### src/rtl/data_slicer_ctrl.sv
// data_slicer_ctrl: job sequencer for the data slicer.
//
// Captures a job (mode, element size, word count) from CSRs and clears the slicer.
// It then passes exactly num_words low-dim words from the streamer into the slicer.
// After the last word it waits for the slicer address FIFO to drain, then reports done.
// An abort flushes the slicer and returns to idle without a done pulse.
//
// Optional feature: define DATA_SLICER_CTRL_PERF_EN to build the stall counter.
// When it is not defined, perf_stall_cnt_o is tied to 0.
//
// Ports:
//   clk_i, rst_i             clock, synchronous active-high reset
//   csr_start_i/abort_i      single-cycle job start / abort pulses
//   csr_mode_i, csr_elem_size_i, csr_num_words_i   job configuration
//   busy_o, done_o           status (busy in any non-idle state, done is a 1-cycle pulse)
//   addr_count_o             address handshakes seen in the current/last job
//   perf_stall_cnt_o         RUN cycles where a word was offered but the slicer was not ready
//   src_valid_i/src_ready_o  streamer low-dim handshake (gated)
//   slicer_*                 slicer control: enable, clear, latched config, gated valid, ready
//   addr_valid_i/ready_i     slicer address output handshake (monitored only)
`timescale 1ns/1ps

module data_slicer_ctrl #(
  parameter int unsigned CsrDataWidth = 32,
  parameter int unsigned ModeWidth    = 2
) (
  input  logic                    clk_i,
  input  logic                    rst_i,
  input  logic                    csr_start_i,
  input  logic                    csr_abort_i,
  input  logic [ModeWidth-1:0]    csr_mode_i,
  input  logic [CsrDataWidth-1:0] csr_elem_size_i,
  input  logic [CsrDataWidth-1:0] csr_num_words_i,
  output logic                    busy_o,
  output logic                    done_o,
  output logic [CsrDataWidth-1:0] addr_count_o,
  output logic [CsrDataWidth-1:0] perf_stall_cnt_o,
  input  logic                    src_valid_i,
  output logic                    src_ready_o,
  output logic                    slicer_enable_o,
  output logic                    slicer_clr_o,
  output logic [ModeWidth-1:0]    slicer_sel_mode_o,
  output logic [CsrDataWidth-1:0] slicer_elem_size_o,
  output logic                    slicer_valid_o,
  input  logic                    slicer_ready_i,
  input  logic                    addr_valid_i,
  input  logic                    addr_ready_i
);

  typedef enum logic [2:0] {
    StIdle,
    StClear,
    StRun,
    StDrain,
    StDone,
    StFlush
  } state_e;

  state_e                  state_q, state_d;
  logic [ModeWidth-1:0]    mode_q, mode_d;
  logic [CsrDataWidth-1:0] elem_size_q, elem_size_d;
  logic [CsrDataWidth-1:0] num_words_q, num_words_d;
  logic [CsrDataWidth-1:0] word_cnt_q, word_cnt_d;
  logic [CsrDataWidth-1:0] addr_cnt_q, addr_cnt_d;
  logic [CsrDataWidth-1:0] word_inc;
  logic                    active;
  logic                    addr_hs;

  assign active   = (word_cnt_q < num_words_q);
  assign word_inc = word_cnt_q + CsrDataWidth'(1);
  assign addr_hs  = addr_valid_i & addr_ready_i;

  assign slicer_sel_mode_o  = mode_q;
  assign slicer_elem_size_o = elem_size_q;
  assign addr_count_o       = addr_cnt_q;

  always_comb begin
    state_d         = state_q;
    mode_d          = mode_q;
    elem_size_d     = elem_size_q;
    num_words_d     = num_words_q;
    word_cnt_d      = word_cnt_q;
    addr_cnt_d      = addr_cnt_q;
    busy_o          = 1'b1;
    done_o          = 1'b0;
    src_ready_o     = 1'b0;
    slicer_enable_o = 1'b0;
    slicer_clr_o    = 1'b0;
    slicer_valid_o  = 1'b0;

    unique case (state_q)
      StIdle: begin
        busy_o = 1'b0;
        // Start beats a simultaneous abort here: abort is a no-op while idle.
        if (csr_start_i) begin
          mode_d      = csr_mode_i;
          elem_size_d = csr_elem_size_i;
          num_words_d = csr_num_words_i;
          word_cnt_d  = '0;
          addr_cnt_d  = '0;
          state_d     = StClear;
        end
      end
      StClear: begin
        slicer_clr_o = 1'b1;
        state_d      = (num_words_q == '0) ? StDone : StRun;
        if (csr_abort_i) state_d = StFlush;
      end
      StRun: begin
        slicer_enable_o = 1'b1;
        slicer_valid_o  = src_valid_i & active;
        src_ready_o     = slicer_ready_i & active;
        if (addr_hs) addr_cnt_d = addr_cnt_q + CsrDataWidth'(1);
        if (src_valid_i && src_ready_o) begin
          word_cnt_d = word_inc;
          if (word_inc == num_words_q) state_d = StDrain;
        end
        if (csr_abort_i) state_d = StFlush;
      end
      StDrain: begin
        slicer_enable_o = 1'b1;
        if (addr_hs) addr_cnt_d = addr_cnt_q + CsrDataWidth'(1);
        if (!addr_valid_i) state_d = StDone;
        if (csr_abort_i) state_d = StFlush;
      end
      StDone: begin
        done_o  = 1'b1;
        state_d = StIdle;
      end
      StFlush: begin
        slicer_clr_o = 1'b1;
        state_d      = StIdle;
      end
      default: begin
        busy_o  = 1'b0;
        state_d = StIdle;
      end
    endcase
  end

  always_ff @(posedge clk_i) begin
    if (rst_i) begin
      state_q     <= StIdle;
      mode_q      <= '0;
      elem_size_q <= '0;
      num_words_q <= '0;
      word_cnt_q  <= '0;
      addr_cnt_q  <= '0;
    end else begin
      state_q     <= state_d;
      mode_q      <= mode_d;
      elem_size_q <= elem_size_d;
      num_words_q <= num_words_d;
      word_cnt_q  <= word_cnt_d;
      addr_cnt_q  <= addr_cnt_d;
    end
  end

`ifdef DATA_SLICER_CTRL_PERF_EN
  logic [CsrDataWidth-1:0] perf_q, perf_d;

  always_comb begin
    perf_d = perf_q;
    if (state_q == StIdle && csr_start_i) begin
      perf_d = '0;
    end else if (state_q == StRun && src_valid_i && active && !slicer_ready_i) begin
      perf_d = perf_q + CsrDataWidth'(1);
    end
  end

  always_ff @(posedge clk_i) begin
    if (rst_i) perf_q <= '0;
    else       perf_q <= perf_d;
  end

  assign perf_stall_cnt_o = perf_q;
`else
  assign perf_stall_cnt_o = '0;
`endif

endmodule

### config.mk
export PLATFORM = sky130hd
export DESIGN_NAME = data_slicer_ctrl
export DESIGN_NICKNAME = d
export VERILOG_FILES = /design/src/rtl/data_slicer_ctrl.sv
export SDC_FILE = /design/constraint.sdc
export NUM_CORES = 1
export LEC_CHECK = 0
export ABC_AREA = 1
export CAP_MARGIN = 15
export CORE_ASPECT_RATIO = 1.4
export CORE_MARGIN = 5
export CORE_UTILIZATION = 55
export CTS_BUF_LIST = sky130_fd_sc_hd__clkbuf_4 sky130_fd_sc_hd__clkbuf_8 sky130_fd_sc_hd__clkbuf_16
export DETAILED_ROUTE_END_ITERATION = 16
export PLACE_DENSITY = 0.84
export REMOVE_ABC_BUFFERS = 1
export SLEW_MARGIN = 30
export SYNTH_ARGS = -nofsm -noshare
export SYNTH_HDL_FRONTEND = slang
export SYNTH_SLANG_ARGS = --single-unit
### constraint.sdc
create_clock -name clk_i -period 6.92 [get_ports clk_i]
set_input_delay 0.692 -clock clk_i [delete_from_list [all_inputs] [get_ports clk_i]]
set_output_delay 0.692 -clock clk_i [all_outputs]
set_load 0.02 [all_outputs]
Yosys cells after proc, flatten, opt, wreduce, memory -nomap -nowiden

Cells that the tools add are included.

Register bits after elaboration: 133
Word-level logic and storage cells: 56

Equality and inequality tests: 12
Magnitude comparators: 1
Reduce and logical (&&, ||, !) cells: 12
Bitwise gates (word level): 3
Add/sub/neg operators: 2
Muxes and demuxes: 20

Operator list:

| cell                                                                    | count |
|---|---|
| 32-bit case mux with 2 select lines                                     | 2 |
| 32-bit two-way mux                                                      | 3 |
| 32-bit by 1-bit adder with 32-bit output, second input constant         | 2 |
| 32-bit == test                                                          | 1 |
| 32-bit logical NOT                                                      | 1 |
| 32-bit < comparator                                                     | 1 |
| 3-bit two-way mux                                                       | 8 |
| 3-bit case mux with 4 select lines                                      | 1 |
| 3-bit inequality test, second input constant                            | 3 |
| 3-bit by 2-bit == test with 1-bit output, second input constant         | 2 |
| 3-bit == test, second input constant                                    | 2 |
| 1-bit two-way mux                                                       | 6 |
| 3-bit AND reduction                                                     | 2 |
| 5-bit OR reduction                                                      | 1 |
| 2-bit inequality test, second input constant                            | 2 |
| 4-bit AND reduction                                                     | 1 |
| 2-bit nonzero test                                                      | 2 |
| 2-bit OR reduction                                                      | 2 |
| 1-bit AND                                                               | 3 |
| 3-bit by 1-bit == test with 1-bit output, second input constant         | 1 |
| 3-bit logical NOT                                                       | 1 |
| 2-bit by 1-bit inequality test with 1-bit output, second input constant | 1 |
| 2-bit AND reduction                                                     | 1 |
| 1-bit logical AND                                                       | 1 |

Logic depth before layout (Yosys ltp)

Gate-level depths: netlist (run 1).

Depth after elaboration: 6
Depth in mapped cells: 18

Worst setup path before layout (run 1)

Ideal clock, no wire load.

Path kind: register -> output
Start point: reg num_words_q[31]
End point: out slicer_valid_o
Slack: 4669 ps
Stages on the path, launching flop included: 12
Arrival: 1559 ps
Buffers on the path: 0
Cells stage by stage: dfxtp_1 > inv_1 > ha_1 > nand2_1 > nor2_1 > nand2_1 > nor2_1 > nand2_1 > o21ai_0 > nor2_1 > nand3_1 > nor2_1

Word-level cells in the longest chain between the ends: 3

Ends and longest elaborated chain:

| element                | line | text |
|---|---|---|
| from (decl)            | 62   | `logic [CsrDataWidth-1:0] num_words_q, num_words_d;` |
| from (signal assigned) | 153  | `num_words_q <= num_words_d;` |
| 32-bit < comparator    | 69   | `assign active = (word_cnt_q < num_words_q);` |
| 1-bit AND              | 111  | `slicer_valid_o = src_valid_i & active;` |
| 1-bit two-way mux      | 91   | `unique case (state_q)` |
| to (decl)              | 44   | `output logic slicer_valid_o,` |

No other way between the ends.

Worst setup path in the final report (run 1)

Start point: reg word_cnt_q[27]
End point: out src_ready_o

Word-level cells in the longest chain between the ends: 3

Ends and longest elaborated chain:

| element                | line | text |
|---|---|---|
| from (decl)            | 63   | `logic [CsrDataWidth-1:0] word_cnt_q, word_cnt_d;` |
| from (signal assigned) | 154  | `word_cnt_q <= word_cnt_d;` |
| 32-bit < comparator    | 69   |  |
| 1-bit AND              | 112  | `src_ready_o = slicer_ready_i & active;` |
| 1-bit two-way mux      | 91   |  |
| to (decl)              | 39   | `output logic src_ready_o,` |

No other way between the ends.

==> impl_results.md, run 1 <==
- CTS root buffer: clkbuf_16
- Worst EP required: 6.23 ns
- Slowest stage delay, CP: 0.62 ns
- RSZ-0062 raised after global routing: no
- Full die area: 17300 um2
- DR WL/cell: 15.2 um
- Delay-heaviest family, CP: simple AND/OR/NAND/NOR gates
- Primary FF master, synth: dfxtp_1
- Rel. slew slack: 0.403
- DR vias: 8435
- Mapped Area: 8090 um2
- Tot GR Track Use: 0.270
- Status: completed
- Most used cell, CP: nor2_1
- Vias per cell: 5.44
- Multi-input logic area: 4570 um2
- CTS Buf Count: 17
- Flop and latch count out of synthesis: 133
- Share of the synthesized area in the top cell type: 0.329
- Synth Instances: 1221
- Setup Viol. Count Final: 0
- R2R Path End: word_cnt_q[10]$_SDFFE_PP0P_
- Largest cells by area after synthesis: dfxtp_1, nand2_1, a21oi_1, inv_1, o21ai_0
- Fraction of registers with async set/reset: 0
- Maximum clock insertion buffer count: 2
- Chip height: 154 um
- Worst-path cell chain: ha_1, nand2_1, nor2_1, nand2_1, nor2_1, nand2_1, o21ai_0, nor2_1, nand3_1, nor2_1, clkdlybuf4s50_1
- CP Depth: 11
- Lkg Pwr: 4.15 nW
- Netlist cell types: 41
- Drt total wl: 23.6 mm
- Area grow syn2layout: 25.7%
- Post-DRT Antenna Nets: 0
- Row Count: 52
- CP max-delay cell: clkdlybuf4s50_1
- Area leader, netlist: dfxtp_1
- Worst setup SP type: flip-flop
- End of the critical path: src_ready_o
- Hold_buf cts: 0
- Max IR drop VDD: 176 uV
- Worst path bufs/invs: 1
- First-pass GRT wire length: 38.4 mm
- Crit path max fanout: 7
- CP endpoint kind: output port
- Setup Skew: 0.00601 ns
- Most common cell in the netlist: nand2_1
- R2r setup slk: 3.95 ns
- Slew Limit Fails: 0
- Grt ovf: 0
- Clock sinks: 133
- EDFF count, synth: 0
- WS Path Type: reg -> out
- Post-CTS setup buffer count: 0
- Sequential Area: 2660 um2
- Htree depth: 4
- Min Tclk post-route: 3.44 ns
- DR iter-0 viols: 549
- Largest net degree at the start of global routing: 125
- CTS tree: yes
- Post-cts sizing count: 0
- Worst Tran Pin Value: 0.895 ns
- Fillcell total: 1247
- Commonest cells post-synth: nand2_1, inv_1, a21oi_1, dfxtp_1, o21ai_0
- Highest metal used: met4
- Hold Path Class: reg -> reg
- Sequential area share after synthesis: 0.329
- Non-filler cells in the finished layout: 1550
- Maxcap violations: 0
- Post-Route Setup TNS: 0 ns
- Routed length on met2: 12.0 mm
- DRC Markers: 0
- Critical R2R Launch: word_cnt_q[27]$_SDFFE_PP0P_
- Final Hold Viols: 0
- Wire length on met3: 1.59 mm
- Boundary Pins: 178
- Fmax: 0.291 GHz
- Ys Warns: 0
- CORE AREA: 14400 um2
- Crit share post-route: 0.496
- Detailed Routing Iterations Pass 1: 5
- Share of layout cells above drive strength 1: 0.0566
- Power density cells: 286 nW/um2
- Worst-case reg-to-reg path depth: 14
- Critical path arrival: 2.74 ns
- Initial antenna violation count: 0
- Layout Nets: 1456
- Port Buffer Count: 145
- Dpl cells: 1518
- Wl on met1: 8.88 mm
- Die X: 113 um
- Mean Syn Cell Area: 6.63 um2
- Clock-pin slew on the worst setup and hold paths: 0.06 ns
- Starting Density: 0.560
- Clk_lat worst skew: 0.43 ns
- Vias in the first global route: 8150
- CP Launch Point: word_cnt_q[27]$_SDFFE_PP0P_
- Gpl congestion: 0.944
- Post-DP HPWL: 17.2 mm
- Antenna fix cells: 0
-- per-layer routing --
metal | vias to the layer above | global-route usage
met5 | - | 0
met4 | 0 | 0.152
met3 | 78 | 0.0708
met2 | 281 | 0.488
met1 | 3825 | 0.281
li1 | 4251 | -
-- through the flow --
step	cell area, um2	setup slack (ns)	power, mW	utilization	hold slack, ns
after floorplan	7820	1.25	1.61	-	0.443
after global placement	9550	3.79	1.93	0.661	0.431
after detailed placement	9550	3.70	1.95	0.661	0.437
after CTS	10200	3.50	2.92	0.704	0.445
after global routing	10200	3.27	3.09	0.704	0.453
final	10200	3.48	2.91	0.704	0.442
-- placed cells by master, fill, tap and decap left out, types with 7 or more instances in the layout --
master and instances:
nor4_1 12, a211oi_1 8, clkdlybuf4s50_1 145, nand3_1 107, conb_1 32, nand4_1 19, ha_1 34, nand2_2 7
nand2_1 241, o21ai_0 116, nor2_1 103, inv_2 9, dfxtp_1 133, nor2_4 7, clkbuf_16 17, nor3_1 22
a21oi_1 135, inv_1 153
-- where the power goes --
part           internal, mW  leakage (nW)  total, mW  switching, mW
Clock                 0.586         0.296      0.956          0.371
Combinational         0.361          2.76      0.944          0.582
Sequential            0.886          1.09       1.01          0.128
Total                  1.83          4.15       2.91           1.08
-- worst register-to-register path, cell delays in order, from the launching register on --
cell and delay [ns]:
dfxtp_1 0.50, ha_1 0.31, nand2_1 0.09, nor2_1 0.05, nand2_1 0.10, nor2_1 0.05
nand2_1 0.05, o21ai_0 0.11, nor2_1 0.23, nand4_1 0.21, o21ai_4 0.15, buf_4 0.46
inv_1 0.31, a21oi_1 0.18, nor2_1 0.06
-- kinds of logic after synthesis --
logic type	count (synthesis)	synth area share
AOI/OAI and AO/OA	275	0.177
xor gates and xnor gates	7	0.0110
adders and majority gates	34	0.0526
buffers and inverters	233	0.124
DFF	133	0.329
other	1	0.000463
and+or+nand+nor	538	0.306
-- cell type report --
| cell class | count | area share |
|---|---|---|
| tap | 189 | 0.0232 |
| clock inverter | 13 | 0.0170 |
| inverter | 162 | 0.0598 |
| multi-input combinational | 886 | 0.449 |
| sequential | 133 | 0.262 |
| clock buffer | 19 | 0.0439 |
| timing repair buffer | 148 | 0.145 |
-- flip-flops by register name, indices dropped and copies added (netlist names) --
| signal | count |
|---|---|
| slicer_elem_size_o | 32 |
| state_q | 3 |
| num_words_q | 32 |
| slicer_sel_mode_o | 2 |
| addr_count_o | 32 |
| word_cnt_q | 32 |
-- how the worst min path moves through the flow --
stage / startpoint / endpoint / slack, ns / cells after the start
final: slicer_elem_size_o[12]$_SDFFE_PP0P_ / slicer_elem_size_o[12]$_SDFFE_PP0P_ / 0.44 / 2
after global routing: slicer_elem_size_o[8]$_SDFFE_PP0P_ / slicer_elem_size_o[8]$_SDFFE_PP0P_ / 0.45 / 2
after CTS: slicer_elem_size_o[8]$_SDFFE_PP0P_ / slicer_elem_size_o[8]$_SDFFE_PP0P_ / 0.45 / 2
after detailed placement: slicer_sel_mode_o[1]$_SDFFE_PP0P_ / slicer_sel_mode_o[1]$_SDFFE_PP0P_ / 0.44 / 2
after global placement: slicer_elem_size_o[29]$_SDFFE_PP0P_ / slicer_elem_size_o[29]$_SDFFE_PP0P_ / 0.43 / 2
after floorplan: num_words_q[0]$_SDFFE_PP0P_ / num_words_q[0]$_SDFFE_PP0P_ / 0.44 / 2
Note: power is estimated with default switching activity, not from simulation.
==> run 2, diff against run 1 <==
CORE_UTILIZATION = 47   (was 55)
PLACE_DENSITY = 0.76   (was 0.84)
clock period = 2.9 ns   (was 6.92 ns; I/O delays follow)
==> impl_results.md, run 2 (same netlist as run 1, synthesis figures left out) <==
- Status: completed
- Setup Skew: 0.00871 ns
- Row Count: 56
- Initial antenna violation count: 0
- Min Tclk post-route: 2.75 ns
- Post-DRT Antenna Nets: 0
- WS Path Type: reg -> out
- Maximum clock insertion buffer count: 2
- Drt total wl: 24.2 mm
- DRC Markers: 0
- Final Util: 0.612
- Worst-path cell chain: inv_1, ha_1, nand2_1, inv_1, nand3_1, inv_1, a21oi_1, nand2_1, nand2_1, nand3_1, nor2_1, dlygate4sd2_1
- Maxcap violations: 0
- Crit share post-route: 0.947
- CP max-delay cell: dfxtp_1
- Delay-heaviest family, CP: simple AND/OR/NAND/NOR gates
- Gpl congestion: 0.951
- DR vias: 8457
- Post-DP HPWL: 18.1 mm
- Die X: 121 um
- Chip height: 165 um
- Layout Nets: 1466
- Fmax: 0.364 GHz
- Worst Tran Pin Value: 0.825 ns
- Boundary Pins: 178
- Worst hold path cell count: 2
- CP endpoint kind: output port
- R2r setup slk: 0.28 ns
- Worst EP required: 2.61 ns
- Sequential Area: 2670 um2
- Most common cell after layout, fill and taps aside: nand2_1
- Critical path arrival: 2.46 ns
- RSZ-0062 raised after global routing: no
- Tot GR Track Use: 0.243
- Share of layout cells above drive strength 1: 0.0664
- Largest net degree at the start of global routing: 101
- Power density cells: 686 nW/um2
- Commonest non-fill, non-tap cells in the layout: nand2_1, inv_1, clkdlybuf4s50_1
- CTS Buf Count: 17
- Register share of total power: 0.339
- Starting Density: 0.481
- DR WL/cell: 15.4 um
- Worst path bufs/invs: 4
- Multi-input logic area: 4580 um2
- Clock-pin slew on the worst setup and hold paths: 0.06 ns
- Lkg Pwr: 4.22 nW
- Grt ovf: 0
- Max IR drop VDD: 426 uV
- Post-CTS setup buffer count: 0
- Combinational cell fraction of total power: 0.332
- Setup Viol. Count Final: 0
- Final Hold Viols: 0
- CP Depth: 12
- CTS tree: yes
- CTS root buffer: clkbuf_16
- Full die area: 20000 um2
- P_sw: 2.65 mW
- CORE AREA: 16800 um2
- Htree depth: 4
- Crit path max fanout: 3
- Vias per cell: 5.37
- Worst-case reg-to-reg path depth: 14
- Vias in the first global route: 8185
- Hold_buf cts: 0
- Port Buffer Count: 145
- Hold Path Class: reg -> reg
- Power after layout: 7.06 mW
- Switching Fraction: 0.375
- Antenna fix cells: 0
- Clock sinks: 133
- Clock Power Share: 0.328
- Fillcell total: 1558
- Worst setup SP type: flip-flop
- Internal power: 4.41 mW
- First-pass GRT wire length: 39.3 mm
- Rel. slew slack: 0.450
- Slew Limit Fails: 0
- Area grow syn2layout: 27.1%
- Clk_lat worst skew: 0.42 ns
- DR iter-0 viols: 515
- Detailed Routing Iterations Pass 1: 5
- Slowest stage delay, CP: 0.36 ns
## run 2: final timing paths
| check | endpoint | from |
|---|---|---|
| setup reg to reg | word_cnt_q[4]$_SDFFE_PP0P_ | num_words_q[15]$_SDFFE_PP0P_ |
| hold reg to reg | slicer_elem_size_o[14]$_SDFFE_PP0P_ | slicer_elem_size_o[14]$_SDFFE_PP0P_ |
| setup / recovery | slicer_valid_o | num_words_q[15]$_SDFFE_PP0P_ |
| hold / removal | slicer_elem_size_o[14]$_SDFFE_PP0P_ | slicer_elem_size_o[14]$_SDFFE_PP0P_ |
## run 2: repair_timing
action | in CTS | in global routing
hold endpoints to repair | 0 | 0
resized for setup | 4 | 4
pin swaps | 0 | 1
endpoints found under the setup margin | 2 | 2
## run 2: metrics by stage
step	instance area [um2]	setup slack [ns]	hold WS, ns	setup TNS (ns)	instances
CTS	10300	0.0950	0.445	0	1574
finish	10300	0.153	0.441	0	1574
global route	10300	0.00237	0.461	0	1574
floorplan	7820	-2.64	0.359	-166.17	1181
detailed placement	9660	0.261	0.437	0	1542
global placement	9660	0.286	0.430	0	1542
## run 2: worst register-to-register path, stage by stage, from the launching register on
cell	delay, ns
dfxtp_1	0.36
inv_1	0.09
ha_1	0.32
nand2_1	0.08
inv_1	0.04
nand3_1	0.08
inv_1	0.05
a21oi_1	0.24
nand2_1	0.13
nand2_1	0.14
nand4_1	0.17
o21ai_4	0.19
buf_4	0.35
o21ai_0	0.15
a21oi_1	0.15
## run 2: cell type report
class / count / area share
clock buffers: 18 / 0.0427
clock inverters: 14 / 0.0184
inverters: 162 / 0.0591
multi-input cells: 886 / 0.445
flip-flops and latches: 133 / 0.259
well taps: 203 / 0.0247
repair buffers: 158 / 0.151
## run 2: metal layers
metal / global-route usage / share of wire / vias up
met2: 0.442 / 0.50 / 316
met5: 0 / 0 / -
met4: 0.115 / 0.043 / 0
met3: 0.0603 / 0.071 / 63
met1: 0.263 / 0.39 / 3826
li1: - / - / 4252
## run 2: power by group through the flow
stage                     Combinational, mW  Clock, mW  Sequential, mW
final                                  2.35       2.32            2.40
after global routing                   2.63       2.42            2.44
after CTS                              2.34       2.35            2.39
after detailed placement               2.32          0            2.43
after global placement                 2.28          0            2.42
after floorplan                        1.36          0            2.48
